<file path="config.mk">
export PLATFORM = sky130hd
export DESIGN_NAME = div_arb_flat
export DESIGN_NICKNAME = d
export VERILOG_FILES = /design/src/rtl/div_arb_if.sv /design/src/rtl/div_arb.sv /design/src/flat_wrapper.sv
export SDC_FILE = /design/constraint.sdc
export NUM_CORES = 1
export LEC_CHECK = 0
export ABC_AREA = 1
export BUFFER_PORTS_ARGS = -buffer_cell sky130_fd_sc_hd__buf_2
export CORE_MARGIN = 4
export CORE_UTILIZATION = 44
export CTS_BUF_LIST = sky130_fd_sc_hd__clkbuf_8
export CTS_CLUSTER_SIZE = 30
export DETAILED_ROUTE_END_ITERATION = 8
export GPL_TIMING_DRIVEN = 0
export HOLD_SLACK_MARGIN = 0.02
export PLACE_DENSITY = 0.78
export SYNTH_ARGS = -nofsm -noshare
export SYNTH_HDL_FRONTEND = slang
export SYNTH_SLANG_ARGS = --single-unit
</file>
<file path="constraint.sdc">
create_clock -name clk -period 2.1 [get_ports clk]
set_input_delay 0.105 -clock clk [delete_from_list [all_inputs] [get_ports clk]]
set_output_delay 0.105 -clock clk [all_outputs]
set_load 0.05 [all_outputs]
</file>
<file path="src/rtl/div_arb_if.sv">
// Requester-side bus of div_arb: two operation request channels (valid/ready
// handshake, 8-bit dividend a, 5-bit divisor b) and two registered response
// channels (one-cycle valid pulse, quotient q, remainder r, divide-by-zero dz).
//   slave  : seen by the arbiter (takes requests, drives ready and responses)
//   master : seen by the requesters
interface div_arb_if;
  logic       req0_valid;
  logic       req1_valid;
  logic [7:0] req0_a;
  logic [7:0] req1_a;
  logic [4:0] req0_b;
  logic [4:0] req1_b;
  logic       req0_ready;
  logic       req1_ready;
  logic       resp0_valid;
  logic       resp1_valid;
  logic [7:0] resp0_q;
  logic [7:0] resp1_q;
  logic [4:0] resp0_r;
  logic [4:0] resp1_r;
  logic       resp0_dz;
  logic       resp1_dz;

  modport slave (
    input  req0_valid, req1_valid, req0_a, req1_a, req0_b, req1_b,
    output req0_ready, req1_ready,
    output resp0_valid, resp1_valid, resp0_q, resp1_q,
    output resp0_r, resp1_r, resp0_dz, resp1_dz
  );

  modport master (
    output req0_valid, req1_valid, req0_a, req1_a, req0_b, req1_b,
    input  req0_ready, req1_ready,
    input  resp0_valid, resp1_valid, resp0_q, resp1_q,
    input  resp0_r, resp1_r, resp0_dz, resp1_dz
  );
endinterface

</file>
<file path="src/rtl/div_arb.sv">
// Two-requester round-robin arbiter in front of a shared fixed-latency divider.
// Each requester may have up to MAX_OUT operations outstanding; results are
// routed back by a tag pipeline that tracks the divider latency.
// Ports:
//   clk, rst_n       clock, asynchronous active-low reset
//   bus (slave)      requester handshakes and registered responses
//   div_in_valid/div_a/div_b   registered operands to the divider
//   div_q/div_r      divider results, valid DIV_LAT edges after the operands
//   div_out_valid    divider valid, not used for routing
//   number           transistor count of instantiated library cells
module div_arb #(
  parameter int unsigned DIV_LAT = 7,
  parameter int unsigned MAX_OUT = 4
) (
  input  logic        clk,
  input  logic        rst_n,
  div_arb_if.slave    bus,
  output logic        div_in_valid,
  output logic [7:0]  div_a,
  output logic [4:0]  div_b,
  input  logic [7:0]  div_q,
  input  logic [4:0]  div_r,
  input  logic        div_out_valid,
  output logic [50:0] number
);

  typedef enum logic {PRI0, PRI1} pri_e;

  typedef struct packed {
    logic valid;
    logic id;
    logic dz;
  } tag_t;

  localparam logic [3:0] CAP = 4'(MAX_OUT);

  pri_e       ptr, ptr_next;
  logic [3:0] out_cnt0, out_cnt1;
  logic       elig0, elig1;
  logic       grant0, grant1;
  logic       ret0, ret1;
  tag_t       tag_in;
  tag_t       tag_pipe [DIV_LAT];
  tag_t       tail;
  logic       unused_div_out_valid;

  // Only inferred logic; no library cells are instantiated.
  assign number = '0;
  assign unused_div_out_valid = div_out_valid;

  assign elig0 = (out_cnt0 < CAP);
  assign elig1 = (out_cnt1 < CAP);

  always_comb begin
    grant0   = 1'b0;
    grant1   = 1'b0;
    ptr_next = ptr;
    if (rst_n) begin
      if (bus.req0_valid && elig0 &&
          (ptr == PRI0 || !(bus.req1_valid && elig1)))
        grant0 = 1'b1;
      else if (bus.req1_valid && elig1)
        grant1 = 1'b1;
    end
    if (grant0)
      ptr_next = PRI1;
    else if (grant1)
      ptr_next = PRI0;
  end

  assign bus.req0_ready = grant0;
  assign bus.req1_ready = grant1;

  always_ff @(posedge clk or negedge rst_n) begin
    if (!rst_n) ptr <= PRI0;
    else        ptr <= ptr_next;
  end

  // The tag is registered together with the operands; the DIV_LAT-deep shift
  // behind it then lines the tail up with div_q/div_r one edge before capture.
  assign tail = tag_pipe[DIV_LAT-1];
  assign ret0 = tail.valid && !tail.id;
  assign ret1 = tail.valid &&  tail.id;

  always_ff @(posedge clk or negedge rst_n) begin
    if (!rst_n) begin
      div_in_valid <= 1'b0;
      div_a        <= '0;
      div_b        <= '0;
      tag_in       <= '0;
      for (int unsigned i = 0; i < DIV_LAT; i++) tag_pipe[i] <= '0;
    end else begin
      div_in_valid <= grant0 || grant1;
      if (grant0) begin
        div_a <= bus.req0_a;
        div_b <= bus.req0_b;
      end else if (grant1) begin
        div_a <= bus.req1_a;
        div_b <= bus.req1_b;
      end
      tag_in.valid <= grant0 || grant1;
      tag_in.id    <= grant1;
      tag_in.dz    <= grant1 ? (bus.req1_b == '0) : (bus.req0_b == '0);
      tag_pipe[0]  <= tag_in;
      for (int unsigned i = 1; i < DIV_LAT; i++) tag_pipe[i] <= tag_pipe[i-1];
    end
  end

  always_ff @(posedge clk or negedge rst_n) begin
    if (!rst_n) begin
      bus.resp0_valid <= 1'b0;
      bus.resp1_valid <= 1'b0;
      bus.resp0_q     <= '0;
      bus.resp1_q     <= '0;
      bus.resp0_r     <= '0;
      bus.resp1_r     <= '0;
      bus.resp0_dz    <= 1'b0;
      bus.resp1_dz    <= 1'b0;
    end else begin
      bus.resp0_valid <= ret0;
      bus.resp1_valid <= ret1;
      if (ret0) begin
        bus.resp0_q  <= div_q;
        bus.resp0_r  <= div_r;
        bus.resp0_dz <= tail.dz;
      end
      if (ret1) begin
        bus.resp1_q  <= div_q;
        bus.resp1_r  <= div_r;
        bus.resp1_dz <= tail.dz;
      end
    end
  end

  always_ff @(posedge clk or negedge rst_n) begin
    if (!rst_n) begin
      out_cnt0 <= '0;
      out_cnt1 <= '0;
    end else begin
      case ({grant0, ret0})
        2'b10:   out_cnt0 <= out_cnt0 + 4'd1;
        2'b01:   out_cnt0 <= out_cnt0 - 4'd1;
        default: out_cnt0 <= out_cnt0;
      endcase
      case ({grant1, ret1})
        2'b10:   out_cnt1 <= out_cnt1 + 4'd1;
        2'b01:   out_cnt1 <= out_cnt1 - 4'd1;
        default: out_cnt1 <= out_cnt1;
      endcase
    end
  end

endmodule

</file>
<file path="src/flat_wrapper.sv">
// flat-port wrapper written by rule: the top's interface ports become plain ports
module div_arb_flat 
#(
  parameter int unsigned DIV_LAT = 7,
  parameter int unsigned MAX_OUT = 4
)
  (clk, rst_n, div_in_valid, div_a, div_b, div_q, div_r, div_out_valid, number, bus_req0_valid, bus_req1_valid, bus_req0_a, bus_req1_a, bus_req0_b, bus_req1_b, bus_req0_ready, bus_req1_ready, bus_resp0_valid, bus_resp1_valid, bus_resp0_q, bus_resp1_q, bus_resp0_r, bus_resp1_r, bus_resp0_dz, bus_resp1_dz);
  div_arb_if bus_i ();
  input  logic clk;
  input  logic rst_n;
  output logic div_in_valid;
  output logic [7:0] div_a;
  output logic [4:0] div_b;
  input  logic [7:0] div_q;
  input  logic [4:0] div_r;
  input  logic div_out_valid;
  output logic [50:0] number;
  input wire logic [$bits(bus_i.req0_valid)-1:0] bus_req0_valid;
  input wire logic [$bits(bus_i.req1_valid)-1:0] bus_req1_valid;
  input wire logic [$bits(bus_i.req0_a)-1:0] bus_req0_a;
  input wire logic [$bits(bus_i.req1_a)-1:0] bus_req1_a;
  input wire logic [$bits(bus_i.req0_b)-1:0] bus_req0_b;
  input wire logic [$bits(bus_i.req1_b)-1:0] bus_req1_b;
  output wire logic [$bits(bus_i.req0_ready)-1:0] bus_req0_ready;
  output wire logic [$bits(bus_i.req1_ready)-1:0] bus_req1_ready;
  output wire logic [$bits(bus_i.resp0_valid)-1:0] bus_resp0_valid;
  output wire logic [$bits(bus_i.resp1_valid)-1:0] bus_resp1_valid;
  output wire logic [$bits(bus_i.resp0_q)-1:0] bus_resp0_q;
  output wire logic [$bits(bus_i.resp1_q)-1:0] bus_resp1_q;
  output wire logic [$bits(bus_i.resp0_r)-1:0] bus_resp0_r;
  output wire logic [$bits(bus_i.resp1_r)-1:0] bus_resp1_r;
  output wire logic [$bits(bus_i.resp0_dz)-1:0] bus_resp0_dz;
  output wire logic [$bits(bus_i.resp1_dz)-1:0] bus_resp1_dz;
  assign bus_i.req0_valid = bus_req0_valid;
  assign bus_i.req1_valid = bus_req1_valid;
  assign bus_i.req0_a = bus_req0_a;
  assign bus_i.req1_a = bus_req1_a;
  assign bus_i.req0_b = bus_req0_b;
  assign bus_i.req1_b = bus_req1_b;
  assign bus_req0_ready = bus_i.req0_ready;
  assign bus_req1_ready = bus_i.req1_ready;
  assign bus_resp0_valid = bus_i.resp0_valid;
  assign bus_resp1_valid = bus_i.resp1_valid;
  assign bus_resp0_q = bus_i.resp0_q;
  assign bus_resp1_q = bus_i.resp1_q;
  assign bus_resp0_r = bus_i.resp0_r;
  assign bus_resp1_r = bus_i.resp1_r;
  assign bus_resp0_dz = bus_i.resp0_dz;
  assign bus_resp1_dz = bus_i.resp1_dz;
  div_arb #(.DIV_LAT(DIV_LAT), .MAX_OUT(MAX_OUT)) u_core (.clk(clk), .rst_n(rst_n), .bus(bus_i), .div_in_valid(div_in_valid), .div_a(div_a), .div_b(div_b), .div_q(div_q), .div_r(div_r), .div_out_valid(div_out_valid), .number(number));
endmodule
</file>
# After elaboration in Yosys (flattened, before gate mapping)
# Cells that the tools add are included.
totals:
  latch_bits: 0
  regBits: 76
  ramBits: 0
  out_inout_bits: 97
  memories: 0
  rom_bits: 0
classes:
  add_sub_neg: 4
  n_eq_ne: 4
  reduce_logical: 14
  mul: 0
  muxes: 14
  magnitude_cmp: 2
  n_bitwise: 1
  shifts: 0
  div_mod_pow: 0
op_table:
  columns: ["op", "count"]
  rows:
  - ["$mux 8", 2]
  - ["$pmux 4 s2", 2]
  - ["$logic_not 5->1", 2]
  - ["$mux 5", 2]
  - ["$add 4x1->4 const B", 2]
  - ["$lt 4x3->1 const B", 2]
  - ["$mux 1", 8]
  - ["$sub 4x1->4 const B", 2]
  - ["$reduce_bool 2->1", 3]
  - ["$logic_and 1x1->1", 5]
  - ["$eq 2x1->1 const B", 2]
  - ["$eq 2x2->1 const B", 2]
  - ["$logic_not 1->1", 2]
  - ["$logic_or 1x1->1", 2]
  - ["$not 1->1", 1]

# Logic depth before layout (Yosys ltp)
depth:
  ltp_word: 9
  ltp_mapped: 14

# Worst setup path before layout
# No wires, ideal clock.
synth_timing:
  path_kind: "register to register"
  from: "register u_core.out_cnt1[2]"
  to: "register u_core.out_cnt1[2]"
  setup_slack_ps: 35
  period_less_slack_ps: 2065
  required_time_ps: 1972
  stages_incl_launch_ff: 13
  arrival_ps: 1937
  path_cell_list: "dfrtp_1 -> nor2_4 -> nand3_2 -> nand2_2 -> nand4_4 -> buf_2 -> ha_1 -> nor2_1 -> nor2_1 -> ha_1 -> a21oi_1 -> xnor2_1 -> o21ai_0"
synth_via:
  elab_chain_cells: 9
  word_cells_on_any_way: 14
  classes_between: "add/sub: 2; order compare: 1; eq/ne: 2; mux: 4; reduce/logical: 5"
synth_lines:
  columns: ["item", "line", "source"]
  rows:
  - ["start: declaration", "div_arb.sv:38", "logic [3:0] out_cnt0, out_cnt1;"]
  - ["start signal: assignment", "div_arb.sv:146", "2'b10: out_cnt1 <= out_cnt1 + 4'd1;"]
  - ["start signal: assignment", "div_arb.sv:147", "2'b01: out_cnt1 <= out_cnt1 - 4'd1;"]
  - ["start signal: assignment", "div_arb.sv:148", "default: out_cnt1 <= out_cnt1;"]
  - ["$lt 4x3->1", "div_arb.sv:52", "assign elig1 = (out_cnt1 < CAP);"]
  - ["$logic_and 1x1->1", "div_arb.sv:60, div_arb.sv:62", null]
  - ["$logic_not 1->1", "div_arb.sv:60", "(ptr == PRI0 || !(bus.req1_valid && elig1)))"]
  - ["$logic_or 1x1->1", "div_arb.sv:60", null]
  - ["$logic_and 1x1->1", "div_arb.sv:59", "if (bus.req0_valid && elig0 &&"]
  - ["$mux 1", "div_arb.sv:59", null]
  - ["$mux 1", "div_arb.sv:58", "if (rst_n) begin"]
  - ["$eq 2x1->1 or $eq 2x2->1 (tied branches)", "div_arb.sv:145", "case ({grant1, ret1})"]
  - ["$pmux 4 s2 or $reduce_bool 2->1 (tied branches)", null, null]
# Parallel ways exist; a longest one is shown, timed or not.
# A chain may end at the register's enable or synchronous reset.

# Worst setup path in the final report
layout_timing:
  from: "register u_core.out_cnt1[2]"
  to: "register u_core.out_cnt1[3]"
# The elaborated chain is that of the path after synthesis.

==> results.cfg <==
[worst_setup_path]
cp_data_required_time_ns = 2.31
critPathKind = reg -> reg
endpoint_kind = flop
cp_max_fo = 4
arrival_ns = 2.13
reg2reg_to = u_core.out_cnt1[3]
worstSetupStartpoint = u_core.out_cnt1[2]
worst-path-buf-inv = 0
r2r_slack_ns = 0.19
cp_slowest_stage_delay_ns = 0.45
worstPathCellList = nor2_4 > nand3_2 > nand2_2 > nand4_4 > ha_4 > xnor2_2 > nand3b_1 > o31ai_1 > o211ai_1 > xnor2_1
cp_slowest_cell = dfrtp_2
worstReg2RegStart = u_core.out_cnt1[2]
worstSetupStartpointType = flop
r2r_cells = 10
cpLargestDelayFamily = simple AND/OR/NAND/NOR gates

[clock_tree]
root_buffer = clkbuf_8
clk_latency_ns = 0.33
clk_pin_slew_worst_paths_ns = 0.08
numCtsBuffers = 9
clock-sinks = 76
cts_tree = built
htree_levels = 3
clock_path_buffers = 2

[floorplan]
die_area_um2 = 8963
fp.dieH_um = 94.68
start_util_pct = 45.33
chipWidth_um = 94.68
pin_count = 141
coreArea_um2 = 7292
rows = 31

[sta]
finalHoldViolations = 76
max_clock_freq_mhz = 522.4
fin_hold_ws_ns = -0.3772
finalSetupViolations = 0
fin_skew_ns = 0.004284
slew_viol_final = 0
rsz0062_at_grt = no
fin_crit_sh_pct = 91.15
fin_crit_ns = 1.914

[pwr]
p_comb_share_pct = 47.3
cellPowerDensity_nw_per_um2 = 1615
intPower_w = 0.003857
power_switching_w = 0.003359
p_clk_share_pct = 20.2
ir_drop_uv = 1168
p_leak_nw = 2.482
switching_share_pct = 46.55
p_seq_share_pct = 32.5

[global_route]
grtUsageTotal_pct = 15.59
grt_pass1_wl_um = 10870
grt_pass1_vias = 2380
grt_antenna_before_repair = 0
overflow = 0
grt_max_degree = 65

[placement]
dpl.cell_count = 565
portBuffers = 88
place_hpwl_um = 5098
place_congestion = 0.7744

[route]
num_vias = 2545
dr.first_iter.drc_count = 60
drt-total-wl_um = 6762
drc = 0
viasPerCell = 4.321
wl_per_cell_um = 11.48
drtPass1Iterations = 4
ant_nets = 0

[layout]
drive_above_1_share_pct = 37.76
fin_util_pct = 61.27
area_growth_pct = 35.16
fill_cells = 613
instances_no_fill = 589
seq_area_um2 = 1903
diodes = 0
nets = 534
multi_input_area_um2 = 1066

[logic_synthesis]
yosysWarnings = 0
synth-seq-cells = 76
syn_inst = 327
syn-cell-area_um2 = 3306
synth-seq-area-share_pct = 57.53
syn_avg_cell_area_um2 = 10.11
synth.distinct_cells = 29

[run]
cap_violations = 0

[run_status]
violations = negative hold slack
outcome = complete, but fails checks

[hold_path]
min_path_type = in -> async
-- synth_stat cells (all sizes together) --
master | n | area share, %
o21ai | 31 | 4.7
nor3 | 1 | 0.15
conb | 1 | 0.11
inv | 31 | 3.5
o22ai | 14 | 2.6
a32o | 1 | 0.30
nand3 | 7 | 1.9
o31ai | 1 | 0.23
a21oi | 2 | 0.30
ha | 5 | 1.9
clkbuf | 5 | 0.57
dfrtp | 76 | 58
buf | 55 | 13
nor2 | 34 | 4.4
nand3b | 1 | 0.23
o211ai | 1 | 0.23
nand2 | 53 | 6.3
nor4 | 1 | 0.19
nand4 | 1 | 0.64
xnor2 | 6 | 1.6
-- registers in the layout (all words and copies together) (netlist names) --
register,flops
u_core.out_cnt0,4
u_core.div_in_valid,1
u_core.bus.resp0_q,8
u_core.bus.resp1_r,5
u_core.bus.resp1_q,8
u_core.bus.resp0_valid,1
u_core.bus.resp1_dz,1
u_core.tag_in,2
u_core.div_a,8
u_core.bus.resp1_valid,1
u_core.out_cnt1,4
u_core.bus.resp0_dz,1
u_core.tag_pipe,21
u_core.ptr,1
u_core.div_b,5
u_core.bus.resp0_r,5
-- power groups by stage --
stage          registers, W  clock network (W)  logic, W
2_1_floorplan       0.00370                  0   0.00123
3_3_place_gp        0.00234                  0   0.00327
3_5_place_dp        0.00237                  0   0.00334
4_1_cts             0.00235            0.00149   0.00337
5_1_grt             0.00241            0.00158   0.00367
6_report            0.00234            0.00146   0.00341
-- cell families (layout without fill, tap and decap cells) --
logic type | after synthesis | after routing | share of synthesized area (%)
buf+inv | 91 | 204 | 16.65
fa+ha+maj | 5 | 5 | 1.893
flops | 76 | 76 | 57.53
xor+xnor | 6 | 6 | 1.590
compound gates | 50 | 50 | 8.403
simple gates | 98 | 98 | 13.82
other cells | 1 | 51 | 0.1134
-- cell usage in the layout, fill, tap and decap left out, drive strengths merged, types with 6 or more instances in the layout --
master | synthesis | final
buf | 55 | 148
dfrtp | 76 | 76
nand2 | 53 | 53
conb | 1 | 51
nor2 | 34 | 34
inv | 31 | 32
o21ai | 31 | 31
o22ai | 14 | 14
clkbuf | 5 | 14
nand3 | 7 | 7
xnor2 | 6 | 6
-- per-stage QoR --
step | setup TNS (ns) | setup slack [ns] | total power, W | area (um^2)
global placement | -10.22 | -1.036 | 0.005611 | 4058
floorplan | 0 | 0.03504 | 0.004931 | 3493
global route | 0 | 0.03381 | 0.007656 | 4468
CTS | 0 | 0.01441 | 0.007214 | 4418
detailed placement | -0.5226 | -0.2399 | 0.005714 | 4088
finish | 0 | 0.1858 | 0.007216 | 4468
-- layer usage --
metal	GRT usage [%]	part of all wire, %
met5	0	0
met4	5.409	0.84
met3	5.259	11
met2	26.72	48
met1	18.22	40
-- how the worst max path moves through the flow --
| stage | to | slack, ns | depth (start not counted) |
|---|---|---|---|
| 4_1_cts | u_core.out_cnt1[3] | 0.01 | 11 |
| 3_3_place_gp | u_core.out_cnt1[2] | -1.04 | 10 |
| 6_report | u_core.out_cnt1[3] | 0.19 | 10 |
| 2_1_floorplan | u_core.out_cnt1[2] | 0.04 | 12 |
| 3_5_place_dp | u_core.out_cnt1[3] | -0.24 | 10 |
| 5_1_grt | u_core.out_cnt1[3] | 0.03 | 8 |
-- layout make-up --
class	instances	area share (%)
sequential	76	42.59
multi-input combinational	210	23.86
timing repair buffer	99	12.57
buffer	58	9.521
clock buffer	10	3.080
clock inverter	6	2.996
tap	99	2.772
inverter	31	2.604
-- repair_timing --
action / in CTS / in global routing
endpoints found under the hold margin: 79 / 77
setup buffers: 2 / 3
hold buffers: 4 / 1
endpoints found under the setup margin: 3 / 2
gates resized for setup: 3 / 6
pin swaps: 0 / 5
No activity file was read; power rests on OpenSTA's default activity.
